--- config.mk ---
export PLATFORM = sky130hd
export DESIGN_NAME = axonerve_kvs_rtl_ap_ctrl
export DESIGN_NICKNAME = d
export VERILOG_FILES = /design/src/rtl/axonerve_kvs_rtl_pkg.sv /design/src/rtl/axonerve_kvs_rtl_ap_ctrl.sv
export SDC_FILE = /design/constraint.sdc
export NUM_CORES = 1
export LEC_CHECK = 0
export ABC_CLOCK_PERIOD_IN_PS = 5500
export BUFFER_PORTS_ARGS = -buffer_cell sky130_fd_sc_hd__buf_2
export CELL_PAD_IN_SITES_DETAIL_PLACEMENT = 1
export CELL_PAD_IN_SITES_GLOBAL_PLACEMENT = 2
export CORE_MARGIN = 3
export CORE_UTILIZATION = 36
export CTS_CLUSTER_DIAMETER = 40
export DETAILED_ROUTE_END_ITERATION = 10
export GPL_TIMING_DRIVEN = 1
export PLACE_DENSITY_LB_ADDON = 0.1
export SYNTH_ARGS = -nofsm -noshare
export SYNTH_HDL_FRONTEND = slang
export SYNTH_SLANG_ARGS = --single-unit
--- constraint.sdc ---
create_clock -name aclk -period 5.5 [get_ports aclk]
set_input_delay 1.1 -clock aclk [delete_from_list [all_inputs] [get_ports aclk]]
set_output_delay 1.1 -clock aclk [all_outputs]
set_load 0.02 [all_outputs]
--- src/rtl/axonerve_kvs_rtl_pkg.sv ---
// Shared definitions for the axonerve kvs vadd kernel control block.
// Holds the launch FSM state encoding and the interrupt status bit indices.
package axonerve_kvs_rtl_pkg;

    typedef enum logic [1:0] {
        ST_IDLE   = 2'd0,
        ST_LAUNCH = 2'd1,
        ST_RUN    = 2'd2
    } state_t;

    localparam int ISR_DONE  = 0;
    localparam int ISR_READY = 1;

endpackage

--- src/rtl/axonerve_kvs_rtl_ap_ctrl.sv ---
// ap_ctrl handshake for the vadd datapath: launch FSM, status bits,
// interrupt status/line, run-cycle counter (saturating) and run counter.
// Ports:
//   aclk, areset             : clock, async active-high reset
//   ctrl_start_wr            : host AP_START write pulse
//   ctrl_auto_restart        : relaunch after each completion (level)
//   ctrl_done_rd             : host control-register read pulse
//   ctrl_gie, ctrl_ier       : global / per-source interrupt enables
//   ctrl_isr_toggle          : per-bit isr clear pulses
//   ap_start / ap_done       : datapath launch / completion pulses
//   stat_start/done/idle/ready, isr, interrupt : status to the host
//   cycle_count, run_count   : run length and completed-run counters
module axonerve_kvs_rtl_ap_ctrl
    import axonerve_kvs_rtl_pkg::*;
#(
    parameter int unsigned C_CYCLE_CNT_WIDTH = 64,
    parameter int unsigned C_RUN_CNT_WIDTH   = 32
) (
    input  logic                         aclk,
    input  logic                         areset,
    input  logic                         ctrl_start_wr,
    input  logic                         ctrl_auto_restart,
    input  logic                         ctrl_done_rd,
    input  logic                         ctrl_gie,
    input  logic [1:0]                   ctrl_ier,
    input  logic [1:0]                   ctrl_isr_toggle,
    output logic                         ap_start,
    input  logic                         ap_done,
    output logic                         stat_start,
    output logic                         stat_done,
    output logic                         stat_idle,
    output logic                         stat_ready,
    output logic [1:0]                   isr,
    output logic                         interrupt,
    output logic [C_CYCLE_CNT_WIDTH-1:0] cycle_count,
    output logic [C_RUN_CNT_WIDTH-1:0]   run_count
);

    state_t                       r_state;
    state_t                       w_next;
    logic                         r_stat_start;
    logic                         r_stat_done;
    logic                         r_stat_idle;
    logic                         r_stat_ready;
    logic [1:0]                   r_isr;
    logic                         r_irq;
    logic [C_CYCLE_CNT_WIDTH-1:0] r_cyc;
    logic [C_RUN_CNT_WIDTH-1:0]   r_runs;
    logic                         w_done_acc;
    logic [1:0]                   w_isr_nxt;

    // Completion only counts while the datapath is actually running.
    assign w_done_acc = (r_state == ST_RUN) && ap_done;

    always_comb begin
        w_next = r_state;
        case (r_state)
            ST_IDLE:   w_next = ctrl_start_wr ? ST_LAUNCH : ST_IDLE;
            ST_LAUNCH: w_next = ST_RUN;
            ST_RUN: begin
                if (ap_done) begin
                    w_next = ctrl_auto_restart ? ST_LAUNCH : ST_IDLE;
                end
            end
            default:   w_next = ST_IDLE;
        endcase
    end

    // Set wins over a coincident toggle so no event is lost.
    always_comb begin
        w_isr_nxt = r_isr;
        w_isr_nxt[ISR_DONE] = (w_done_acc && ctrl_ier[ISR_DONE])
            || (r_isr[ISR_DONE] && !ctrl_isr_toggle[ISR_DONE]);
        w_isr_nxt[ISR_READY] = (r_stat_ready && ctrl_ier[ISR_READY])
            || (r_isr[ISR_READY] && !ctrl_isr_toggle[ISR_READY]);
    end

    always_ff @(posedge aclk or posedge areset) begin
        if (areset) begin
            r_state      <= ST_IDLE;
            r_stat_start <= 1'b0;
            r_stat_done  <= 1'b0;
            r_stat_idle  <= 1'b1;
            r_stat_ready <= 1'b0;
            r_isr        <= 2'b00;
            r_irq        <= 1'b0;
            r_cyc        <= '0;
            r_runs       <= '0;
        end else begin
            r_state      <= w_next;
            r_stat_start <= (w_next != ST_IDLE);
            r_stat_idle  <= (w_next == ST_IDLE);
            r_stat_ready <= (r_state == ST_LAUNCH);
            r_isr        <= w_isr_nxt;
            // Driven from next isr so the line follows isr without lag.
            r_irq        <= ctrl_gie && (|w_isr_nxt);
            if (w_done_acc) begin
                r_stat_done <= 1'b1;
            end else if (ctrl_done_rd) begin
                r_stat_done <= 1'b0;
            end
            if (r_state == ST_LAUNCH) begin
                r_cyc <= '0;
            end else if (r_state == ST_RUN && r_cyc != '1) begin
                r_cyc <= r_cyc + C_CYCLE_CNT_WIDTH'(1);
            end
            if (w_done_acc) begin
                r_runs <= r_runs + C_RUN_CNT_WIDTH'(1);
            end
        end
    end

    assign ap_start    = (r_state == ST_LAUNCH);
    assign stat_start  = r_stat_start;
    assign stat_done   = r_stat_done;
    assign stat_idle   = r_stat_idle;
    assign stat_ready  = r_stat_ready;
    assign isr         = r_isr;
    assign interrupt   = r_irq;
    assign cycle_count = r_cyc;
    assign run_count   = r_runs;

endmodule

# Yosys cells after proc, flatten, opt, wreduce, memory -nomap -nowiden
# Index checks and enable logic that the tools add are counted.
# word_totals
inputBits	11
memories	0
wordCells	39
latch_bits	0
regBits	105
output_inout_bits	104
mem_bits_rw	0
rom_bits	0
# classes
n_mux	8
n_eq_ne	3
n_reduce_logical	17
shift	0
addsub	2
div	0
bitwise_logic	0
multipliers	0
n_lt_le_gt_ge	0
# op_table
operator	count
$mux 64	2
$add 64x1->64 const B	1
$ne 64x64->1 const B	1
$add 32x1->32 const B	1
$logic_and 1x1->1	7
$pmux 2 s3	1
$reduce_bool 2->1	3
$logic_not 2->1	2
$mux 1	4
$eq 2x1->1 const B	1
$eq 2x2->1 const B	1
$logic_not 1->1	2
$logic_or 1x1->1	2
$mux 2	1
$reduce_or 2->1	1

# Logic depth before layout (Yosys ltp)
# logic_depth
word_depth	6
ltp_mapped	10
mapped_depth_nobuf	7

# Worst setup path after synthesis
# Ideal clock, no wire load.
# synth_path
path_kind	input -> register
from	input ap_done
to	register r_runs[31], in the netlist run_count[31]
slack_ns	3.028
stages	6
t_arrival_ns	2.343
path_buffers	1
required_ns	5.372
setup_time_ns	0.128
path_cell_list	and2_1 -> clkbuf_1 -> nand4_1 -> nor2_1 -> nand4_1 -> xnor2_1
# synth_between
elab_chain_cells	1
# synth_rtl
item	line	rtl
from (decl)	axonerve_kvs_rtl_ap_ctrl.sv:28	input logic ap_done,
$logic_and 1x1->1	axonerve_kvs_rtl_ap_ctrl.sv:53	assign w_done_acc = (r_state == ST_RUN) && ap_done;
to (signal assigned)	axonerve_kvs_rtl_ap_ctrl.sv:108	r_runs <= r_runs + C_RUN_CNT_WIDTH'(1);
to (decl)	axonerve_kvs_rtl_ap_ctrl.sv:48	logic [C_RUN_CNT_WIDTH-1:0] r_runs;
# Every way passes these cells.
# A chain may end at the register's enable or synchronous reset.

# Worst setup path after layout
# layout_path
from	register r_state[0]
to	output ap_start
# layout_between
elab_chain_cells	1
# layout_rtl
item	line	rtl
from (decl)	axonerve_kvs_rtl_ap_ctrl.sv:39	state_t r_state;
from (signal assigned)	axonerve_kvs_rtl_ap_ctrl.sv:90	r_state <= w_next;
$eq 2x1->1	axonerve_kvs_rtl_ap_ctrl.sv:113	assign ap_start = (r_state == ST_LAUNCH);
to (decl)	axonerve_kvs_rtl_ap_ctrl.sv:27	output logic ap_start,
# Every way passes these cells.

==> metrics.yaml <==
via_count: 5155
grt_start_max_net_pins: 68
setup_violations: 0
yosysWarnings: 0
critPathMaxFanout: 21
path_cells: "nand2b_1 -> inv_1 -> buf_2"
final-hold-violation-count: 0
drive_gt1_share_pct: 21.8
gr-usage-met3_pct: 2.82
num-nets-final: 704
path_delay_family: "flip-flops"
fp.dieArea_um2: 16800
busiest_layer: "met2"
netlist_instances: 586
clk_pin_slew_ns: 0.08
rsz0062_at_grt: "no"
cts_tree: "built"
track_usage_pct: 21.3
cts_hold_buf: 0
dp_hpwl_mm: 12.6
cts_buffers: 9
setup-tns-final_ns: 0
worstMarginPinSlew_ns: 0.858
drt-pass1-iter-count: 4
portBuffers: 114
chipWidth_um: 130
root_buffer: "clkbuf_16"
cts_buffer_depth: 2
synth_top_area_share_pct: 47.2
fmax_mhz: 303
vias_per_cell: 5.86
h-tree-depth: 3
synthTopCellsByArea: "dfrtp_1 (47%), a21oi_1 (5.2%), xnor2_1 (4.8%)"
ys_seq_elements: 105
slew_violations: 0
drc: 0
insertion_delay_ns: 0.36
antenna_found_initial: 0
p_per_area_nw_per_um2: 306
drt-wirelength-per-cell_um: 20.1
gr-usage-met1_pct: 30.1
grt_overflow: 0
num-fill-cells: 1744
avgSynthCellArea_um2: 9.41
cap_violations: 0
cp-end-kind: "primary output"
peakVddDrop_v: 0.000211
relSlewSlack_pct: 42.8
start_kind: "register"
area.growth.synth_to_final_pct: 18.8
worstPathArrival_ns: 2.20
ys_async_sr_fraction_pct: 100
fin_crit_ns: 3.30
status: "finished clean"
grt_pass1_wl_mm: 28.5
timing.final.crit_share_pct: 59.9
hp-class: "register to register"
fin_hold_ws_ns: 0.481
diodes: 0
synth_nets: 599
clkSinkCount: 105
crit_required_ns: 4.40
critPathMaxStageDelay_ns: 0.88
core_um2: 14800
skew_ns: 0.00828
power_w: 0.00201
start_util_pct: 37.4
post_cts_resize_count: 0
final_cell_mix: "buf_2 (114), dfrtp_1 (104), nand2_1 (62), a21oi_1 (56), nand3_1 (41)"
die_y_um: 130
io_pins: 115
ant_nets: 0
grt_pass1_vias: 5243
p_leak_nw: 2.96
final_common_cell: "buf_2"
place_congestion: 0.796
post_cts_buffers: 0
slowest_stage: "dfrtp_1"
critical_path_class: "register to primary output"
wl_mm: 17.7
synth-edff-count: 0
yosysTopAreaCell: "dfrtp_1"
synth_area_um2: 5520
drtIter0Drc: 290
rows: 44
grtUsageMet2_pct: 34.0
cp_num_buf_inv: 2
ys.flop_type: "dfrtp_1"
yosysUniqueCellTypes: 53
yosysSeqAreaShare_pct: 47.7
[cell type report]
cell class	count	area [µm²]	area share [%]
well taps	184	230	3.51
clock inverters	7	68.8	1.05
clock buffers	9	225	3.44
inverters	9	36.3	0.554
flip-flops and latches	105	2630	40.1
multi-input cells	444	2730	41.7
repair buffers	122	631	9.62
[path summary, 6_finish.rpt]
path	from	end	slack [ns]	depth (start not counted)
setup reg to reg	cycle_count[0]$_DFFE_PP0P_	cycle_count[47]$_DFFE_PP0P_	2.48	8
max in group asynchronous	areset	stat_ready$_DFF_PP0_	3.48	3
setup / recovery	r_state[0]$_DFF_PP0_	ap_start	2.20	3
min in group asynchronous	areset	cycle_count[13]$_DFFE_PP0P_	0.92	2
hold reg to reg	run_count[9]$_DFFE_PP0N_	run_count[9]$_DFFE_PP0N_	0.48	1
hold / removal	run_count[9]$_DFFE_PP0N_	run_count[9]$_DFFE_PP0N_	0.48	1
[Yosys cell counts (all sizes together), types with 13 or more instances]
cell      n
dfrtp   104
nand2    62
a21oi    57
nand3    41
xnor2    30
nor2     25
and3     22
nand4    20
o21ai    20
clkbuf   19
and4     18
a311oi   13
nor3     13
o31ai    13
or3      13
[state kept, by name (all words and copies together), names as in the netlist]
signal       count
stat_idle        1
cycle_count     64
stat_ready       1
interrupt        1
run_count       32
stat_start       1
stat_done        1
isr              2
r_state          2
[metrics by stage]
step           instances  utilization, %  setup slack [ns]  cell area [µm²]
2_1_floorplan        586               -              1.64             5520
3_3_place_gp         864            42.4              2.55             6260
3_5_place_dp         864            42.4              2.52             6260
4_1_cts              880            44.4              2.18             6550
5_1_grt              880            44.4              2.01             6550
6_report             880            44.4              2.20             6550
[metal layers]
metal / routed length (µm) / share of wire [%]
met4: 321 / 1.8
met3: 645 / 3.6
met1: 8380 / 47
met2: 8330 / 47
met5: 0 / 0
[report_power, final]
part | leakage (nW) | switching, W | internal (W)
logic | 1.37 | 0.000325 | 0.000117
clock network | 0.146 | 0.000337 | 0.000323
registers | 1.44 | 0.0000842 | 0.000821
total | 2.96 | 0.000747 | 0.00126
[kinds of logic after synthesis]
family                     count (synthesis)  synth area share, %
and+or+nand+nor                          254                 25.5
buffers and inverters                     37                 2.86
xor gates and xnor gates                  34                 5.40
muxes                                      2                0.408
AOI/OAI and AO/OA                        152                 17.8
adders and majority gates                  2                0.454
DFF                                      105                 47.7
No activity file was read; power rests on OpenSTA's default activity.
